[src/rtl/arith_pkg.sv]
// -----------------------------------------------------------------------------
// arith_pkg
// Shared arithmetic definitions for the serial arithmetic blocks.
//   state_t    : control FSM states (IDLE, RUN, DONE)
//   cnt_width  : bit-counter width for a given operand width (minimum 1)
//   fs_diff    : full-subtractor difference bit
//   fs_borrow  : full-subtractor borrow-out bit
// -----------------------------------------------------------------------------
package arith_pkg;

    typedef enum logic [1:0] {
        IDLE = 2'd0,
        RUN  = 2'd1,
        DONE = 2'd2
    } state_t;

    // A one-bit counter is still needed when the operand is a single bit.
    function automatic int unsigned cnt_width(input int unsigned width);
        return (width > 32'd1) ? $clog2(width) : 32'd1;
    endfunction

    function automatic logic fs_diff(input logic a, input logic b, input logic bin);
        return a ^ b ^ bin;
    endfunction

    // Borrow when the subtrahend bit wins outright, or when the operand bits
    // are equal and a borrow is already pending.
    function automatic logic fs_borrow(input logic a, input logic b, input logic bin);
        return (~a & b) | (~(a ^ b) & bin);
    endfunction

endpackage

[src/rtl/fs_1bit.sv]
// -----------------------------------------------------------------------------
// fs_1bit
// Combinational one-bit full subtractor: d = a - b - bin (mod 2), with borrow.
//   a    in  1  minuend bit
//   b    in  1  subtrahend bit
//   bin  in  1  borrow-in
//   d    out 1  difference bit
//   bout out 1  borrow-out
// -----------------------------------------------------------------------------
module fs_1bit
    import arith_pkg::*;
(
    input  logic a,
    input  logic b,
    input  logic bin,
    output logic d,
    output logic bout
);

    assign d    = fs_diff(a, b, bin);
    assign bout = fs_borrow(a, b, bin);

endmodule

[src/rtl/bit_serial_subtractor.sv]
// -----------------------------------------------------------------------------
// bit_serial_subtractor
// Computes a - b - bin one bit per clock, LSB first, through a single
// full-subtractor cell. Valid/ready handshake on both operand and result side.
//   WIDTH      param    operand/result width (>= 1)
//   clk        in  1    rising-edge clock
//   rst        in  1    asynchronous active-high reset
//   in_valid   in  1    operands valid
//   in_ready   out 1    block can accept operands (high only in IDLE)
//   a, b       in  W    minuend, subtrahend
//   bin        in  1    borrow-in
//   out_valid  out 1    diff/bout valid (high only in DONE)
//   out_ready  in  1    consumer accepts result
//   diff       out W    (a - b - bin) mod 2^WIDTH
//   bout       out 1    1 iff a < b + bin (unsigned)
// Latency is WIDTH cycles from the accept edge; initiation interval WIDTH+2.
// -----------------------------------------------------------------------------
module bit_serial_subtractor
    import arith_pkg::*;
#(
    parameter int WIDTH = 4
)
(
    input  logic             clk,
    input  logic             rst,
    input  logic             in_valid,
    output logic             in_ready,
    input  logic [WIDTH-1:0] a,
    input  logic [WIDTH-1:0] b,
    input  logic             bin,
    output logic             out_valid,
    input  logic             out_ready,
    output logic [WIDTH-1:0] diff,
    output logic             bout
);

    localparam int unsigned      CNT_W    = cnt_width(WIDTH);
    localparam logic [CNT_W-1:0] LAST_CNT = CNT_W'(WIDTH - 1);

    state_t             state_r;
    logic [WIDTH-1:0]   ra_r;
    logic [WIDTH-1:0]   rb_r;
    logic [WIDTH-1:0]   res_r;
    logic [WIDTH-1:0]   diff_r;
    logic               borrow_r;
    logic               bout_r;
    logic               in_ready_r;
    logic               out_valid_r;
    logic [CNT_W-1:0]   cnt_r;

    logic               d_s;
    logic               bo_s;
    logic [WIDTH-1:0]   res_next_s;

    // Single shared bit cell working on the current LSBs and the running borrow.
    fs_1bit u_fs (
        .a    (ra_r[0]),
        .b    (rb_r[0]),
        .bin  (borrow_r),
        .d    (d_s),
        .bout (bo_s)
    );

    // Result shifts right with the new bit entering at the MSB, so after WIDTH
    // steps the LSB-first bits sit in natural order.
    assign res_next_s = (res_r >> 1) | (WIDTH'(d_s) << (WIDTH - 1));

    // Control FSM with datapath registers; handshake outputs are registered
    // alongside the state so they depend on state only.
    always_ff @(posedge clk or posedge rst) begin
        if (rst) begin
            state_r     <= IDLE;
            ra_r        <= {WIDTH{1'b0}};
            rb_r        <= {WIDTH{1'b0}};
            res_r       <= {WIDTH{1'b0}};
            diff_r      <= {WIDTH{1'b0}};
            borrow_r    <= 1'b0;
            bout_r      <= 1'b0;
            cnt_r       <= {CNT_W{1'b0}};
            in_ready_r  <= 1'b1;
            out_valid_r <= 1'b0;
        end else begin
            case (state_r)
                IDLE: begin
                    if (in_valid) begin
                        ra_r       <= a;
                        rb_r       <= b;
                        borrow_r   <= bin;
                        res_r      <= {WIDTH{1'b0}};
                        cnt_r      <= {CNT_W{1'b0}};
                        in_ready_r <= 1'b0;
                        state_r    <= RUN;
                    end else begin
                        state_r    <= IDLE;
                    end
                end
                RUN: begin
                    ra_r     <= ra_r >> 1;
                    rb_r     <= rb_r >> 1;
                    res_r    <= res_next_s;
                    borrow_r <= bo_s;
                    cnt_r    <= cnt_r + CNT_W'(1);
                    // Output registers load only on the final bit, so a
                    // partial result is never visible on diff/bout.
                    if (cnt_r == LAST_CNT) begin
                        diff_r      <= res_next_s;
                        bout_r      <= bo_s;
                        out_valid_r <= 1'b1;
                        state_r     <= DONE;
                    end else begin
                        state_r     <= RUN;
                    end
                end
                DONE: begin
                    if (out_ready) begin
                        out_valid_r <= 1'b0;
                        in_ready_r  <= 1'b1;
                        state_r     <= IDLE;
                    end else begin
                        state_r     <= DONE;
                    end
                end
                default: begin
                    out_valid_r <= 1'b0;
                    in_ready_r  <= 1'b1;
                    state_r     <= IDLE;
                end
            endcase
        end
    end

    assign in_ready  = in_ready_r;
    assign out_valid = out_valid_r;
    assign diff      = diff_r;
    assign bout      = bout_r;

endmodule

[config.mk]
export PLATFORM = sky130hd
export DESIGN_NAME = bit_serial_subtractor
export DESIGN_NICKNAME = d
export VERILOG_FILES = /design/src/rtl/arith_pkg.sv /design/src/rtl/fs_1bit.sv /design/src/rtl/bit_serial_subtractor.sv
export SDC_FILE = /design/constraint.sdc
export NUM_CORES = 1
export LEC_CHECK = 0
export CORE_MARGIN = 2
export CORE_UTILIZATION = 50
export CTS_BUF_LIST = sky130_fd_sc_hd__clkbuf_16
export DETAILED_ROUTE_END_ITERATION = 8
export MAX_ROUTING_LAYER = met4
export PLACE_DENSITY = 0.79
export RECOVER_POWER = 25
export SYNTH_ARGS = -nofsm -noshare
export SYNTH_HDL_FRONTEND = slang
export SYNTH_HIERARCHICAL = 1
export SYNTH_SLANG_ARGS = --single-unit
[constraint.sdc]
create_clock -name clk -period 1.55 [get_ports clk]
set_input_delay 0.31 -clock clk [delete_from_list [all_inputs] [get_ports clk]]
set_output_delay 0.31 -clock clk [all_outputs]
set_load 0.01 [all_outputs]
==> results of run 1 <==
[path summary, 6_finish.rpt]
kind / to / cells after the start / start
max: out_valid / 1 / out_valid
min: in_ready / 2 / in_ready
max reg2reg: diff[3] / 3 / state_r[0]
min reg2reg: in_ready / 2 / in_ready
max in group asynchronous: in_ready / 3 / rst
min in group asynchronous: diff[3] / 3 / rst
[cells in the final DEF (no fill, tap or decap), types with 4 or more instances in the layout]
cell type,instances
buf_4,8
a21oi_1,7
nor2_1,4
nand2_1,4
inv_1,10
dfrtp_1,22
o21ai_0,4
nor3b_1,5
mux2_4,5
a22o_1,6
clkdlybuf4s50_1,17
[synth_stat cells, drive strengths merged, types with 2 or more instances]
cell type	count	area, µm²
buf	6	45.0
a22o	6	52.6
mux2	5	75.1
nor2	4	15.0
dfrtp	22	551
a22oi	2	15.0
o22a	3	26.3
nor3b	5	37.5
nand2	5	26.3
inv	9	33.8
a21oi	7	35.0
o21ai	4	20.0
[timing repair]
action	in CTS	in global routing
hold endpoints to repair	0	0
gates resized for setup	1	0
setup endpoints to repair	1	0
[area by class of cell]
type	count	area, µm²
inverter	9	33.8
sequential	23	577
tap	27	33.8
clock inverter	1	3.75
multi-input combinational	54	444
clock buffer	3	75.1
timing repair buffer	28	254
fill	155	601
[power groups by stage]
| stage | registers [mW] | clock network, mW | logic, mW |
|---|---|---|---|
| finish | 1.10 | 0.541 | 1.25 |
| CTS | 1.10 | 0.560 | 1.27 |
| global route | 1.14 | 0.586 | 1.40 |
| floorplan | 1.06 | 0 | 0.927 |
| global placement | 1.10 | 0 | 1.25 |
| detailed placement | 1.11 | 0 | 1.28 |
[routing by layer]
metal  part of all wire  vias to the layer above
li1                   -                      377
met1               0.48                      348
met2               0.45                       20
met3              0.039                        5
met4              0.032                        0
met5                  0                        -
[through the flow]
stage | area [µm²] | hold slack, ns
after floorplan | 1100 | 0.311
after global placement | 1350 | 0.463
after detailed placement | 1350 | 0.480
after CTS | 1420 | 0.407
after global routing | 1420 | 0.507
final | 1420 | 0.479
[cell families (layout without fill, tap and decap cells)]
logic type	after synthesis	in the layout
AO/OA/AOI/OAI	25	25
adder cells (fa/ha/maj)	2	2
buffers and inverters	15	41
flip-flops	23	23
multiplexers	6	6
AND/OR/NAND/NOR	21	21
[flip-flops by register name (all words and copies together), names as in the netlist]
signal	cells
diff	4
out_valid	1
rb_r	4
cnt_r	2
borrow_r	1
ra_r	4
bout	1
res_r	3
in_ready	1
state_r	2
==> impl_metrics.json, run 1 <==
{
  "synth-adder-area-share": 0.0296,
  "tns_ns": 0,
  "synth_top_family_by_area": "compound AO/OA/AOI/OAI gates",
  "critPathTopFamily": "buffers and inverters",
  "p_sw_mw": 0.931,
  "cp_max_fo": 3,
  "antenna_found_initial": 0,
  "drt_iter0_drc": 24,
  "synth-simple-area-share": 0.134,
  "core_um2": 2020,
  "synth_compound_area_frac": 0.163,
  "initial_utilization": 0.544,
  "layout_setup_ws_ns": 0.0911,
  "grt_overflow_total": 0,
  "path_class": "reg -> out",
  "synth_xor_area_frac": 0,
  "cp-start-kind": "flop",
  "busiest_layer": "met2",
  "netlist_instances": 92,
  "antenna_cells": 0,
  "grt_use_met1": 0.239,
  "avgSynthCellArea_um2": 12.0,
  "tritoncts": "done",
  "cp.arrival_ns": 1.15,
  "clock_path_buffers": 2,
  "path_cells": "clkdlybuf4s50_1",
  "htree_levels": 1,
  "ys.flop_type": "dfrtp_1",
  "die_width_um": 50.9,
  "swShare": 0.322,
  "p_total_mw": 2.89,
  "drt_wl_total_um": 1890,
  "area_delta_synth_final_pct": 29.2,
  "p_int_mw": 1.96,
  "fmax_mhz": 685,
  "final_nets": 134,
  "clk_pin_slew_ns": 0.06,
  "synth_area_um2": 1100,
  "timing.final.crit_share": 0.941,
  "p_seq_frac": 0.379,
  "status": "finished, final reports clean",
  "max_stage_delay_ns": 0.54,
  "grt_pass1_vias": 750,
  "numCtsBuffers": 3,
  "power_density_nw_per_um2": 2030,
  "track_usage": 0.186,
  "cellLeakagePower_nw": 0.675,
  "grtUsageMet2": 0.264,
  "cp_slowest_cell": "clkdlybuf4s50_1",
  "ant_nets": 0,
  "worst_pin_slew_ns": 0.546,
  "gp_congestion": 0.784,
  "clk-insertion-delay-late_ns": 0.25,
  "die_area_um2": 2590,
  "ys_warn_count": 6,
  "cts_root_buf": "clkbuf_16",
  "r2r_setup_slack_ns": 0.20,
  "grt_max_degree": 24,
  "syn-num-nets": 107,
  "yosysSeqAreaShare": 0.524,
  "finalClockSkew_ns": 0.00194,
  "async_reset_ff_frac": 1.00,
  "drv_slew": 0,
  "rsz0062_at_grt": "no",
  "combPwrFrac": 0.433,
  "drive_above_1_share": 0.195,
  "grt_pass1_wl_um": 3330,
  "postLayoutCoreUtil": 0.703,
  "synth_edf_count": 0,
  "synth_cell_types": 29,
  "finalCriticalPeriod_ns": 1.46,
  "rows": 16,
  "pin_count": 20,
  "synth_mux_area_frac": 0.0774,
  "dr.pass1.iters": 4,
  "placement.io_buffers": 19,
  "use_met3": 0.0439,
  "viasPerCell": 5.17,
  "maxCapViolations": 0,
  "hold_class": "reg -> reg",
  "setup_violations": 0,
  "drc": 0,
  "clock-sinks": 23,
  "power_frac_clock": 0.187,
  "dp_slack_ns": 0.0306,
  "cts_setup_buffers": 0,
  "via_count": 750,
  "ys_ff_latch": 23,
  "stdcell_count": 145,
  "dp_cells": 141,
  "wire_per_inst_um": 13.0,
  "cp-end-kind": "output pin",
  "hold_viol_final": 0,
  "crit_buf_inv": 1,
  "cts_hold_buf": 0,
  "worstPathRequired_ns": 1.24,
  "fp.dieH_um": 50.9,
  "peakVddDrop_mv": 1.14,
  "hpwl_um": 1410,
  "slew_headroom": 0.636
}
Note: power is estimated with default switching activity, not from simulation.
==> run 2: changes to the inputs <==
- HOLD_SLACK_MARGIN: unset -> 0.06
==> results of run 2 <==
The final DEF is identical to that of run 1; final timing and power are the same.
